`config.mk`:
```
export PLATFORM = sky130hd
export DESIGN_NAME = alu_req_sequencer
export DESIGN_NICKNAME = d
export VERILOG_FILES = /design/src/rtl/alu_req_sequencer.sv
export SDC_FILE = /design/constraint.sdc
export NUM_CORES = 1
export LEC_CHECK = 0
export ABC_AREA = 1
export BUFFER_PORTS_ARGS = -buffer_cell sky130_fd_sc_hd__buf_2
export CORE_MARGIN = 5
export CORE_UTILIZATION = 45
export CTS_CLUSTER_SIZE = 16
export DETAILED_ROUTE_END_ITERATION = 10
export GPL_TIMING_DRIVEN = 0
export PLACE_DENSITY = 0.77
export SYNTH_ARGS = -nofsm -noshare
export SYNTH_HDL_FRONTEND = slang
export SYNTH_SLANG_ARGS = --single-unit
```
`constraint.sdc`:
```
create_clock -name clk -period 3.3 [get_ports clk]
set_input_delay 0.495 -clock clk [delete_from_list [all_inputs] [get_ports clk]]
set_output_delay 0.495 -clock clk [all_outputs]
set_load 0.02 [all_outputs]
```
`src/rtl/alu_req_sequencer.sv`:
```
// alu_req_sequencer
//   Issuing/collecting end of a 32-bit combinational ALU. One tagged request
//   is accepted over valid/ready, and its operands are registered and driven
//   to the ALU. After a fixed settle time the ALU result and flags are
//   captured and returned over valid/ready, together with the tag and a
//   divide-by-zero error bit. Two status registers are kept for software
//   polling: a sticky carry/borrow flag and a count of completed operations.
//
// Ports
//   clk, rst_n                      clock (rising edge), async active-low reset
//   req_valid/req_ready             request handshake
//   req_sel, req_a, req_b, req_tag  request op code, operands and tag
//   alu_a, alu_b, alu_sel           registered operands driven to the ALU
//   alu_out, alu_c, alu_z, alu_n    ALU result and flags
//   rsp_valid/rsp_ready             response handshake
//   rsp_data, rsp_flags, rsp_err    captured result, {c,z,n} and divide-by-zero
//   rsp_tag                         tag of the answered request
//   stat_clr                        clears sticky_c (a simultaneous set wins)
//   sticky_c                        OR of captured carry over add/sub responses
//   op_count                        completed responses, wraps
module alu_req_sequencer #(
    parameter int SETTLE_CYC = 1,
    parameter int MD_EXTRA   = 2,
    parameter int TAG_W      = 4,
    parameter int CNT_W      = 16
) (
    input  logic             clk,
    input  logic             rst_n,
    input  logic             req_valid,
    output logic             req_ready,
    input  logic [2:0]       req_sel,
    input  logic [31:0]      req_a,
    input  logic [31:0]      req_b,
    input  logic [TAG_W-1:0] req_tag,
    output logic [31:0]      alu_a,
    output logic [31:0]      alu_b,
    output logic [2:0]       alu_sel,
    input  logic [31:0]      alu_out,
    input  logic             alu_c,
    input  logic             alu_z,
    input  logic             alu_n,
    output logic             rsp_valid,
    input  logic             rsp_ready,
    output logic [31:0]      rsp_data,
    output logic [2:0]       rsp_flags,
    output logic             rsp_err,
    output logic [TAG_W-1:0] rsp_tag,
    input  logic             stat_clr,
    output logic             sticky_c,
    output logic [CNT_W-1:0] op_count
);

    localparam int CNT_MAX = SETTLE_CYC - 1 + MD_EXTRA;
    localparam int CW      = $clog2(CNT_MAX + 2);

    typedef enum logic [1:0] {
        IDLE = 2'd0,
        EXEC = 2'd1,
        RESP = 2'd2
    } state_t;

    state_t            state;
    logic [CW-1:0]     cnt;
    logic [TAG_W-1:0]  tag_p0;
    logic              capture;
    logic              c_set;

    // Settle countdown start value: mul (110) and div (111) need extra cycles.
    function automatic logic [CW-1:0] settle_load(input logic [2:0] sel);
        if (sel[2:1] == 2'b11)
            return CW'(SETTLE_CYC - 1 + MD_EXTRA);
        else
            return CW'(SETTLE_CYC - 1);
    endfunction

    assign capture = (state == EXEC) && (cnt == '0);
    // Only add (100) and sub (101) contribute to the sticky carry/borrow.
    assign c_set   = capture && (alu_sel[2:1] == 2'b10) && alu_c;

    always_ff @(posedge clk or negedge rst_n) begin
        if (!rst_n) begin
            state     <= IDLE;
            req_ready <= 1'b1;
            rsp_valid <= 1'b0;
            cnt       <= '0;
            tag_p0    <= '0;
            alu_a     <= '0;
            alu_b     <= '0;
            alu_sel   <= '0;
            rsp_data  <= '0;
            rsp_flags <= '0;
            rsp_err   <= 1'b0;
            rsp_tag   <= '0;
            sticky_c  <= 1'b0;
            op_count  <= '0;
        end else begin
            // Set takes priority over a same-cycle clear.
            if (c_set)
                sticky_c <= 1'b1;
            else if (stat_clr)
                sticky_c <= 1'b0;

            case (state)
                // Stage p0: accept and register the request operands.
                IDLE: begin
                    if (req_valid) begin
                        alu_a     <= req_a;
                        alu_b     <= req_b;
                        alu_sel   <= req_sel;
                        tag_p0    <= req_tag;
                        cnt       <= settle_load(req_sel);
                        req_ready <= 1'b0;
                        state     <= EXEC;
                    end
                end
                // Stage p1: hold operands while the ALU settles, then capture.
                EXEC: begin
                    if (cnt != '0) begin
                        cnt <= cnt - 1'b1;
                    end else begin
                        rsp_data  <= alu_out;
                        rsp_flags <= {alu_c, alu_z, alu_n};
                        rsp_err   <= (alu_sel == 3'b111) && (alu_b == 32'd0);
                        rsp_tag   <= tag_p0;
                        rsp_valid <= 1'b1;
                        state     <= RESP;
                    end
                end
                // Stage p2: present the response until the consumer takes it.
                RESP: begin
                    if (rsp_ready) begin
                        rsp_valid <= 1'b0;
                        req_ready <= 1'b1;
                        op_count  <= op_count + 1'b1;
                        state     <= IDLE;
                    end
                end
                default: begin
                    rsp_valid <= 1'b0;
                    req_ready <= 1'b1;
                    state     <= IDLE;
                end
            endcase
        end
    end

endmodule

```
==> results of run 1 <==
[metrics by stage]
stage	hold WS, ns	worst slack [ns]	util [%]
after floorplan	0.1994	1.996	-
after global placement	0.4494	-0.09253	57.03
after detailed placement	0.4535	1.668	57.31
after CTS	0.07370	1.643	62.31
after global routing	0.1155	1.515	62.31
final	0.07426	1.713	62.31
[worst reg2reg max path, stage by stage (launching register included)]
cell and delay [ns]:
dfrtp_1 0.44, nor2_2 0.16, inv_2 0.06, nor2_2 0.22, inv_2 0.14, clkbuf_1 0.27, nand2_1 0.13, nand2_1 0.05
[cell usage after synthesis (4+ instances only)]
master	number	share of area, %
inv_1	19	1.3
buf_4	8	1.1
dfrtp_1	133	62
inv_2	4	0.28
xor2_1	5	0.81
nor2_2	4	0.46
nand4_1	5	0.58
nand3_1	12	1.1
buf_2	9	0.83
clkbuf_1	6	0.42
nor2_1	33	2.3
o21ai_0	11	1.0
nand2_1	368	26
xnor2_1	5	0.81
[worst max path at each step]
stage / from / endpoint / slack, ns / cells past startpoint
final: req_ready$_DFFE_PN1P_ / req_ready / 1.71 / 1
after global routing: state[1]$_DFFE_PN0P_ / rsp_data[26]$_DFFE_PN0P_ / 1.52 / 7
after CTS: state[1]$_DFFE_PN0P_ / rsp_data[19]$_DFFE_PN0P_ / 1.64 / 7
after detailed placement: state[1]$_DFFE_PN0P_ / rsp_data[14]$_DFFE_PN0P_ / 1.67 / 7
after global placement: rst_n / alu_a[13]$_DFFE_PN0P_ / -0.09 / 1
after floorplan: op_count[0]$_DFFE_PN0P_ / op_count[8]$_DFFE_PN0P_ / 2.00 / 6
[state kept, by name, indices dropped and copies added (netlist names)]
signal,cells
op_count,16
rsp_err,1
alu_b,32
rsp_data,32
state,2
rsp_flags,3
alu_a,32
req_ready,1
sticky_c,1
alu_sel,3
tag_p0,4
rsp_valid,1
cnt,2
rsp_tag,4
[layer usage]
layer / vias to the layer above / track usage [%]
li1: 2443 / -
met1: 2237 / 26.37
met2: 175 / 32.66
met3: 19 / 6.409
met4: 0 / 8.304
met5: - / 0
[kinds of logic after synthesis]
group	count (synthesis)
xor gates and xnor gates	10
DFF	134
and+or+nand+nor	426
AOI/OAI and AO/OA	14
buffers and inverters	46
adders and majority gates	2
[layout make-up]
type	instances	area share, %
inverters	23	1.168
multi-input cells	452	24.77
flip-flops and latches	134	45.39
well taps	147	2.489
clock inverters	9	1.693
repair buffers	237	16.44
clock buffers	23	6.331
plain buffers	23	1.727
[power groups by stage]
stage | combinational (mW) | clock, mW | sequential (mW)
2_1_floorplan | 1.10 | 0 | 3.59
3_3_place_gp | 3.02 | 0 | 2.78
3_5_place_dp | 3.08 | 0 | 2.80
4_1_cts | 3.09 | 1.93 | 2.78
5_1_grt | 3.35 | 2.00 | 2.89
6_report | 3.03 | 1.88 | 2.78
[layout by cell type (no fill, tap or decap), drive strengths merged, types with 3 or more instances in the layout]
| master | netlist | layout |
|---|---|---|
| nand4 | 5 | 5 |
| nor2 | 37 | 37 |
| dfrtp | 133 | 133 |
| xor2 | 5 | 5 |
| inv | 23 | 23 |
| bufinv | 0 | 3 |
| nor3 | 3 | 3 |
| nand2 | 368 | 368 |
| buf | 17 | 254 |
| xnor2 | 5 | 5 |
| o21ai | 12 | 12 |
| clkbuf | 6 | 29 |
| nand3 | 13 | 13 |
| clkinv | 0 | 4 |
==> metrics.yaml, run 1 <==
final_layout:
  final_nets: 1001
  final_cells: 1048
  finalInstanceArea_um2: 7391
  syn_to_final_growth_pct: 36.89
  drive_above_1_share_pct: 32.41
  multiInputGateArea_um2: 1831
  seq_area_um2: 3354
  fillerInstances: 1033
  num_antenna_cells: 0
timing:
  period_share_pct: 48.09
  period_needed_ns: 1.587
  fmax_mhz: 630.2
  rsz0062_at_grt: "no"
  tightest_slew_ns: 0.6063
  skew_ns: 0.005681
  drv_slew: 0
  hold_viol: 0
  setup_tns_ns: 0
  setup_viol: 0
  relSlewSlack_pct: 59.58
yosys:
  synth_mux_area_share_pct: 0
  synth_cells: 632
  synth-xor-area-share_pct: 1.622
  synth_top_family_by_area: "simple AND/OR/NAND/NOR gates"
  synthAdderAreaFrac_pct: 0.4635
  syn_avg_cell_area_um2: 8.543
  ys.flop_type: "dfrtp_1"
  synth-simple-area-share_pct: 30.50
  synth-async-reset-ratio_pct: 100.0
  ys_types: 21
  synth_edf_count: 0
  syn_nets: 745
  ys_ff_latch: 134
  yosysWarnings: 0
  netlist_area_um2: 5399
  synth_seq_area_share_pct: 62.13
  synth_compound_area_share_pct: 1.321
critical_path:
  critPathRequiredTime_ns: 2.80
  worst_path_dominant_cell_family: "flip-flops"
  cp_data_arrival_time_ns: 1.09
  end_kind: "primary output"
  path_buf_inv: 1
  r2r_slack_ns: 1.72
  worst_r2r_endpoint: "rsp_data[19]$_DFFE_PN0P_"
  critPathKind: "reg2out"
  worst_setup_path_start_kind: "flip-flop"
  max_stage_delay_ns: 0.52
  crit_path_top_delay_cell: "dfstp_2"
  cp_max_fo: 2
  rr_worst_depth: 7
  r2r_start: "state[1]$_DFFE_PN0P_"
  crit_chain: "buf_2"
detailed_routing:
  dr.max_layer_used: "met4"
  wirelength_um: 14320
  drc: 0
  drtIter0Drc: 391
  drt_pass1_iterations: 4
  ant_nets: 0
  wirelength_met1_um: 6057
  vias_per_cell: 4.651
  wl_met2_um: 6923
  routed-wl-met3_um: 1134
  vias: 4874
  post_drt_wl_per_cell_um: 13.67
outcome:
  status: "finished, final reports clean"
placement:
  numPortBuffers: 236
  routabilityCongestion: 0.7896
  hpwl_um: 10870
  dpl-instance-area_um2: 6798
  place_inst: 1016
global_route:
  grt_usage_pct: 20.57
  antenna_found_initial: 1
  grt.overflow.total: 0
  grt_start_max_net_pins: 71
  grt_pass1_wl_um: 23290
  grt_pass1_vias: 4761
cts:
  cts_setup_buffers: 0
  cts_max_level: 4
  cts_inserted_buffers: 17
  cts_buffer_depth: 2
  cts_tree: "done"
  hold_buffers: 0
  clock_latency_ns: 0.41
  numClockSinks: 134
  clk_pin_slew_ns: 0.06
  root_buffer: "clkbuf_16"
  ctsResizeCount: 0
floorplan:
  die_w_um: 119.5
  die_area_um2: 14290
  rows: 40
  io_pins: 237
  core_area_um2: 11860
  fp.dieH_um: 119.5
  start_util_pct: 45.52
power_and_ir_drop:
  clkPwrFrac_pct: 24.4
  p_sw_mw: 3.122
  ir_drop_mv: 0.6223
  power_mw: 7.688
  p_leak_nw: 4.301
  internal-power_mw: 4.565
  powerDensity_nw_per_um2: 1040
  p_comb_share_pct: 39.4
  sequentialPowerShare_pct: 36.2
  switching_share_pct: 40.61
min_path:
  hold_path_class: "in2async"
flow_run:
  maxCapViolCount: 0
(Power assumes the default switching activity.)
==> run 2: changes to the inputs <==
--- a/config.mk
+++ b/config.mk
@@ -8,7 +8,7 @@
 export ABC_AREA = 1
 export BUFFER_PORTS_ARGS = -buffer_cell sky130_fd_sc_hd__buf_2
 export CORE_MARGIN = 5
-export CORE_UTILIZATION = 45
+export CORE_UTILIZATION = 43
 export CTS_CLUSTER_SIZE = 16
 export DETAILED_ROUTE_END_ITERATION = 10
 export GPL_TIMING_DRIVEN = 0
==> constraint.sdc (replaced) <==
create_clock -name clk -period 1.3 [get_ports clk]
set_input_delay 0.195 -clock clk [delete_from_list [all_inputs] [get_ports clk]]
set_output_delay 0.195 -clock clk [all_outputs]
set_load 0.02 [all_outputs]
==> metrics.yaml, run 2 (same netlist as run 1, synthesis figures left out) <==
outcome:
  status: "complete, but fails checks"  # was finished, final reports clean
  violations: "negative setup slack"
cts:
  root_buffer: "clkbuf_16"  # unchanged
  numClockSinks: 134  # unchanged
  clk_pin_slew_ns: 0.06  # about the same
  cts_buffer_depth: 2  # unchanged
  cts_inserted_buffers: 17  # unchanged
  cts_max_level: 4  # unchanged
  clock_latency_ns: 0.42  # was 0.41 ns
  cts_tree: "done"  # unchanged
timing:
  hold_slack_ns: 0.01415  # was 0.07426 ns
  fmax_mhz: 717.9
  worst_slack_ns: -0.09290  # was 1.713 ns
  rsz0062_at_grt: "yes"  # was no
  period_share_pct: 107.1
  hold_viol: 0  # unchanged
  period_needed_ns: 1.393
  drv_slew: 0  # unchanged
  relSlewSlack_pct: 67.48  # was 59.58%
  setup_viol: 76  # was 0
  tightest_slew_ns: 0.4878  # was 0.6063 ns
  skew_ns: 0.007422  # was 0.005681 ns
global_route:
  grt_busiest_layer: "met2"  # unchanged
  grt_usage_pct: 24.27  # was 20.57%
  met1_usage_pct: 28.00  # was 26.37%
  met2_usage_pct: 42.40  # was 32.66%
  grt_start_max_net_pins: 97  # was 71
  grt_pass1_vias: 5686  # was 4761
  use_met3_pct: 8.264  # was 6.409%
  antenna_found_initial: 1  # unchanged
  grt.overflow.total: 0  # unchanged
  grt_pass1_wl_um: 27970  # was 23290 µm
placement:
  routabilityCongestion: 0.7955  # was 0.7896
  place_inst: 1041  # was 1016
  hpwl_um: 11180  # was 10870 µm
  numPortBuffers: 236  # unchanged
floorplan:
  rows: 41  # was 40
  start_util_pct: 43.31  # was 45.52%
  die_w_um: 122.1  # was 119.5 µm
  io_pins: 237  # unchanged
  core_area_um2: 12470  # was 11860 µm²
  fp.dieH_um: 122.1  # was 119.5 µm
  die_area_um2: 14900  # was 14290 µm²
final_layout:
  final_cells: 1200  # was 1048
  top_regs: "alu_a: 32 flops, alu_b: 32 flops, rsp_data: 32 flops"  # unchanged
  layout_common_cells: "nand2_1 (278), buf_2 (234), dfrtp_1 (131)"  # was nand2_1 (368), buf_2 (244), dfrtp_1 (133)
  final_common_cell: "nand2_1"  # unchanged
  num_antenna_cells: 0  # unchanged
  syn_to_final_growth_pct: 73.67  # was 36.89%
  post-route-util_pct: 75.22  # was 62.31%
  drive_above_1_share_pct: 41.83  # was 32.41%
  final_nets: 1128  # was 1001
critical_path:
  r2r_start: "state[1]$_DFFE_PN0P_"  # unchanged
  max_stage_delay_ns: 0.47  # was 0.52 ns
  worst_setup_path_start_kind: "flip-flop"  # unchanged
  cp_max_fo: 10  # was 2
  crit_start: "state[1]$_DFFE_PN0P_"  # was req_ready$_DFFE_PN1P_
  cp_data_arrival_time_ns: 1.74  # was 1.09 ns
  crit_chain: "nor2_4 -> inv_2 -> nor2_4 -> buf_4 -> buf_6 -> nand2_1 -> nand2_1"  # was buf_2
  crit_path_top_delay_cell: "dfrtp_2"  # was dfstp_2
  critPathKind: "reg2reg"  # was reg2out
  end_kind: "flip-flop"  # was primary output
  critPathRequiredTime_ns: 1.65  # was 2.80 ns
  r2r_slack_ns: -0.09  # was 1.72 ns
detailed_routing:
  drt_pass1_iterations: 5  # was 4
  vias: 5854  # was 4874
  drc: 0  # unchanged
  post_drt_wl_per_cell_um: 17.17  # was 13.67 µm
  wirelength_um: 20600  # was 14320 µm
  drtIter0Drc: 344  # was 391
  vias_per_cell: 4.878  # was 4.651
  ant_nets: 0  # unchanged
power_and_ir_drop:
  power_mw: 22.42  # was 7.688 mW
  p_leak_nw: 5.138  # was 4.301 nW
  powerDensity_nw_per_um2: 2391  # was 1040 nW/µm²
  ir_drop_mv: 1.889  # was 0.6223 mV
flow_run:
  maxCapViolCount: 0  # unchanged
min_path:
  min_from: "req_a[27]"
  hold_path_class: "in2reg"  # was in2async
[run 2: cell count changes in the layout (fill, tap and decap cells not counted), moves of 8 or more]
cell / previous run / this run
dlygate4sd3_1: 0 / 99
nand2_1: 368 / 278
nand2_2: 0 / 71
nand2_4: 0 / 19
buf_6: 1 / 12
buf_2: 244 / 234
buf_8: 0 / 10
clkbuf_1: 10 / 0
buf_4: 8 / 16
clkbuf_16: 17 / 25
[run 2: worst paths after layout]
check | endpoint | cells past startpoint
worst max-delay path | rsp_data[12]$_DFFE_PN0P_ | 7
worst min-delay path | alu_a[27]$_DFFE_PN0P_ | 3
worst max register to register | rsp_data[12]$_DFFE_PN0P_ | 7
worst min register to register | rsp_flags[0]$_DFFE_PN0P_ | 2
max in group asynchronous | alu_sel[2]$_DFFE_PN0P_ | 3
min in group asynchronous | op_count[2]$_DFFE_PN0P_ | 2
[run 2: cell type report]
cell class,count,area (µm²)
buffer,23,319.1
clock buffer,19,452.9
clock inverter,13,131.4
fill,810,3089
inverter,23,96.34
multi-input combinational,452,2212
sequential,134,3357
tap,172,215.2
timing repair buffer,364,2592
[run 2: critical path, delay by kind of cell, from the launching register on]
kind	cells	cell delay (ns)
buffers and inverters	3	0.36
DFF	1	0.47
and+or+nand+nor	4	0.49
[run 2: stage by stage]
stage / TNS (ns) / worst slack, ns / cell area (µm²)
3_3_place_gp: -261.85 / -2.030 / 6797
5_1_grt: -9.601 / -0.1770 / 9376
2_1_floorplan: 0 / 0.01249 / 5400
6_report: -2.739 / -0.09290 / 9376
4_1_cts: -1.819 / -0.06664 / 8686
3_5_place_dp: -23.62 / -0.3248 / 6830
[run 2: per-layer routing]
layer / vias to the layer above / routed length, µm
li1: 2699 / -
met1: 2795 / 7473
met5: - / 11
met3: 42 / 1717
met4: 2 / 510
met2: 316 / 10890
[run 2: power breakdown]
part | switching [mW] | total [mW] | internal (mW)
Combinational | 6.33 | 10.4 | 4.04
Clock | 1.83 | 4.73 | 2.90
Sequential | 1.34 | 7.33 | 5.99
Total | 9.49 | 22.4 | 12.9
[run 2: repair_timing]
action | CTS | global route
buffers inserted | 5 | 13
hold buffers | 99 | 0
resized for setup | 58 | 144
endpoints found under the hold margin | 136 | 0
cloned | 3 | 7
pin swaps | 3 | 32
setup endpoints to repair | 121 | 123
==> run 3: changes to the inputs <==
--- a/config.mk
+++ b/config.mk
@@ -8,7 +8,7 @@
 export ABC_AREA = 1
 export BUFFER_PORTS_ARGS = -buffer_cell sky130_fd_sc_hd__buf_2
 export CORE_MARGIN = 5
-export CORE_UTILIZATION = 43
+export CORE_UTILIZATION = 45
 export CTS_CLUSTER_SIZE = 16
 export DETAILED_ROUTE_END_ITERATION = 10
 export GPL_TIMING_DRIVEN = 0
==> constraint.sdc (replaced) <==
create_clock -name clk -period 1.35 [get_ports clk]
set_input_delay 0.2025 -clock clk [delete_from_list [all_inputs] [get_ports clk]]
set_output_delay 0.2025 -clock clk [all_outputs]
set_load 0.02 [all_outputs]
==> metrics.yaml, run 3 (same netlist as run 1, synthesis figures left out) <==
timing:
  fmax_mhz: 727.0  # was 717.9 MHz
  setup_tns_ns: -0.07597  # was -2.739 ns
  worst_slack_ns: -0.02554  # was -0.09290 ns
  setup_viol: 7  # was 76
  drv_slew: 0  # unchanged
  tightest_slew_ns: 0.6195  # was 0.4878 ns
  hold_viol: 0  # unchanged
  period_needed_ns: 1.376  # was 1.393 ns
  period_share_pct: 101.9  # was 107.1%
  relSlewSlack_pct: 58.70  # was 67.48%
  skew_ns: 0.003810  # was 0.007422 ns
  hold_slack_ns: 0.01626  # was 0.01415 ns
  rsz0062_at_grt: "yes"  # unchanged
final_layout:
  fillerInstances: 747  # was 810
  syn_to_final_growth_pct: 67.56  # was 73.67%
  drive_above_1_share_pct: 36.75  # was 41.83%
  final_common_cell: "nand2_1"  # unchanged
  final_nets: 1123  # was 1128
  layout_common_cells: "nand2_1 (319), buf_2 (239), dfrtp_1 (132)"  # was nand2_1 (278), buf_2 (234), dfrtp_1 (131)
  top_regs: "alu_a: 32 flops, alu_b: 32 flops, rsp_data: 32 flops"  # unchanged
cts:
  cts_buffer_depth: 2  # unchanged
  numClockSinks: 134  # unchanged
  root_buffer: "clkbuf_16"  # unchanged
  cts_inserted_buffers: 17  # unchanged
  clk_pin_slew_ns: 0.06  # about the same
  cts_tree: "done"  # unchanged
  cts_max_level: 4  # unchanged
  clock_latency_ns: 0.41  # was 0.42 ns
global_route:
  antenna_found_initial: 0  # was 1
  grt.overflow.total: 0  # unchanged
  grt_start_max_net_pins: 71  # was 97
  grt_pass1_vias: 5556  # was 5686
  grt_pass1_wl_um: 27610  # was 27970 µm
  grt_usage_pct: 24.40  # was 24.27%
critical_path:
  cp_data_arrival_time_ns: 1.73  # was 1.74 ns
  cp_max_fo: 8  # was 10
  critPathKind: "reg2reg"  # unchanged
  end_kind: "flip-flop"  # unchanged
  worst_setup_path_start_kind: "flip-flop"  # unchanged
  critPathRequiredTime_ns: 1.70  # was 1.65 ns
detailed_routing:
  post_drt_wl_per_cell_um: 15.67  # was 17.17 µm
  drtIter0Drc: 399  # was 344
  vias: 5696  # was 5854
  wirelength_um: 18350  # was 20600 µm
  ant_nets: 0  # unchanged
  vias_per_cell: 4.864  # was 4.878
  drt_pass1_iterations: 5  # unchanged
  drc: 0  # unchanged
floorplan:
  core_area_um2: 11860  # was 12470 µm²
  start_util_pct: 45.52  # was 43.31%
  rows: 40  # was 41
  io_pins: 237  # unchanged
  fp.dieH_um: 119.5  # was 122.1 µm
  die_area_um2: 14290  # was 14900 µm²
  die_w_um: 119.5  # was 122.1 µm
outcome:
  status: "complete, but fails checks"  # unchanged
  violations: "negative setup slack"  # unchanged
min_path:
  hold_path_class: "in2reg"  # unchanged
placement:
  routabilityCongestion: 0.7896  # was 0.7955
  hpwl_um: 10870  # was 11180 µm
  numPortBuffers: 236  # unchanged
power_and_ir_drop:
  power_mw: 20.67  # was 22.42 mW
  p_leak_nw: 5.013  # was 5.138 nW
  powerDensity_nw_per_um2: 2285  # was 2391 nW/µm²
  ir_drop_mv: 1.730  # was 1.889 mV
flow_run:
  maxCapViolCount: 0  # unchanged
[run 3: critical path, cell delays in order, from the launching register on]
cell and delay [ns]:
dfrtp_1 0.40, buf_6 0.13, nor2_4 0.12, nand2_4 0.12
inv_6 0.10, buf_12 0.15, clkbuf_16 0.16, nand2_2 0.05
nand2_1 0.07
[run 3: path summary, 6_finish.rpt]
check	from	to	slack (ns)	cells past startpoint
worst max-delay path	state[0]$_DFFE_PN0P_	alu_a[26]$_DFFE_PN0P_	-0.03	8
worst min-delay path	alu_out[12]	rsp_data[12]$_DFFE_PN0P_	0.02	3
worst max register to register	state[0]$_DFFE_PN0P_	alu_a[26]$_DFFE_PN0P_	-0.03	8
worst min register to register	rsp_data[27]$_DFFE_PN0P_	rsp_data[27]$_DFFE_PN0P_	0.46	2
max in group asynchronous	rst_n	alu_a[8]$_DFFE_PN0P_	0.25	3
min in group asynchronous	rst_n	op_count[8]$_DFFE_PN0P_	0.37	2
[run 3: cell type report]
cell class	count	area, µm²	share of cell area (%)
Antenna cell	1	2.502	0.02766
Buffer	21	232.7	2.573
Clock buffer	23	467.9	5.173
Clock inverter	9	125.1	1.383
Inverter	23	93.84	1.037
Multi-Input combinational cell	452	2072	22.90
Sequential cell	134	3356	37.10
Tap cell	147	183.9	2.033
Timing Repair Buffer	361	2512	27.77
[run 3: through the flow]
stage	util (%)	setup slack (ns)	area [µm²]	std cells
floorplan	-	0.04627	5399	632
finish	76.27	-0.02554	9046	1171
detailed placement	57.31	-0.2823	6798	1016
global route	76.24	-0.08967	9044	1170
global placement	57.03	-1.750	6764	1015
CTS	72.03	-0.02457	8543	1153
[run 3: timing repair]
item / CTS / global route
hold buffers: 101 / 0
pin swaps: 2 / 19
endpoints found under the setup margin: 118 / 119
hold endpoints to repair: 163 / 0
gates cloned: 0 / 5
gates resized for setup: 31 / 101
setup buffers: 5 / 13
[run 3: per-layer routing]
layer | global-route usage [%] | vias to the layer above | part of all wire (%)
li1 | - | 2693 | -
met3 | 6.173 | 47 | 7.0
met4 | 9.735 | 0 | 2.9
met5 | 0 | - | 0
met2 | 42.37 | 228 | 52
met1 | 29.05 | 2728 | 38
[run 3: power breakdown]
part	internal (mW)	switching, mW	total, mW
Clock	2.99	1.66	4.65
Sequential	5.77	1.13	6.89
Combinational	3.43	5.70	9.13
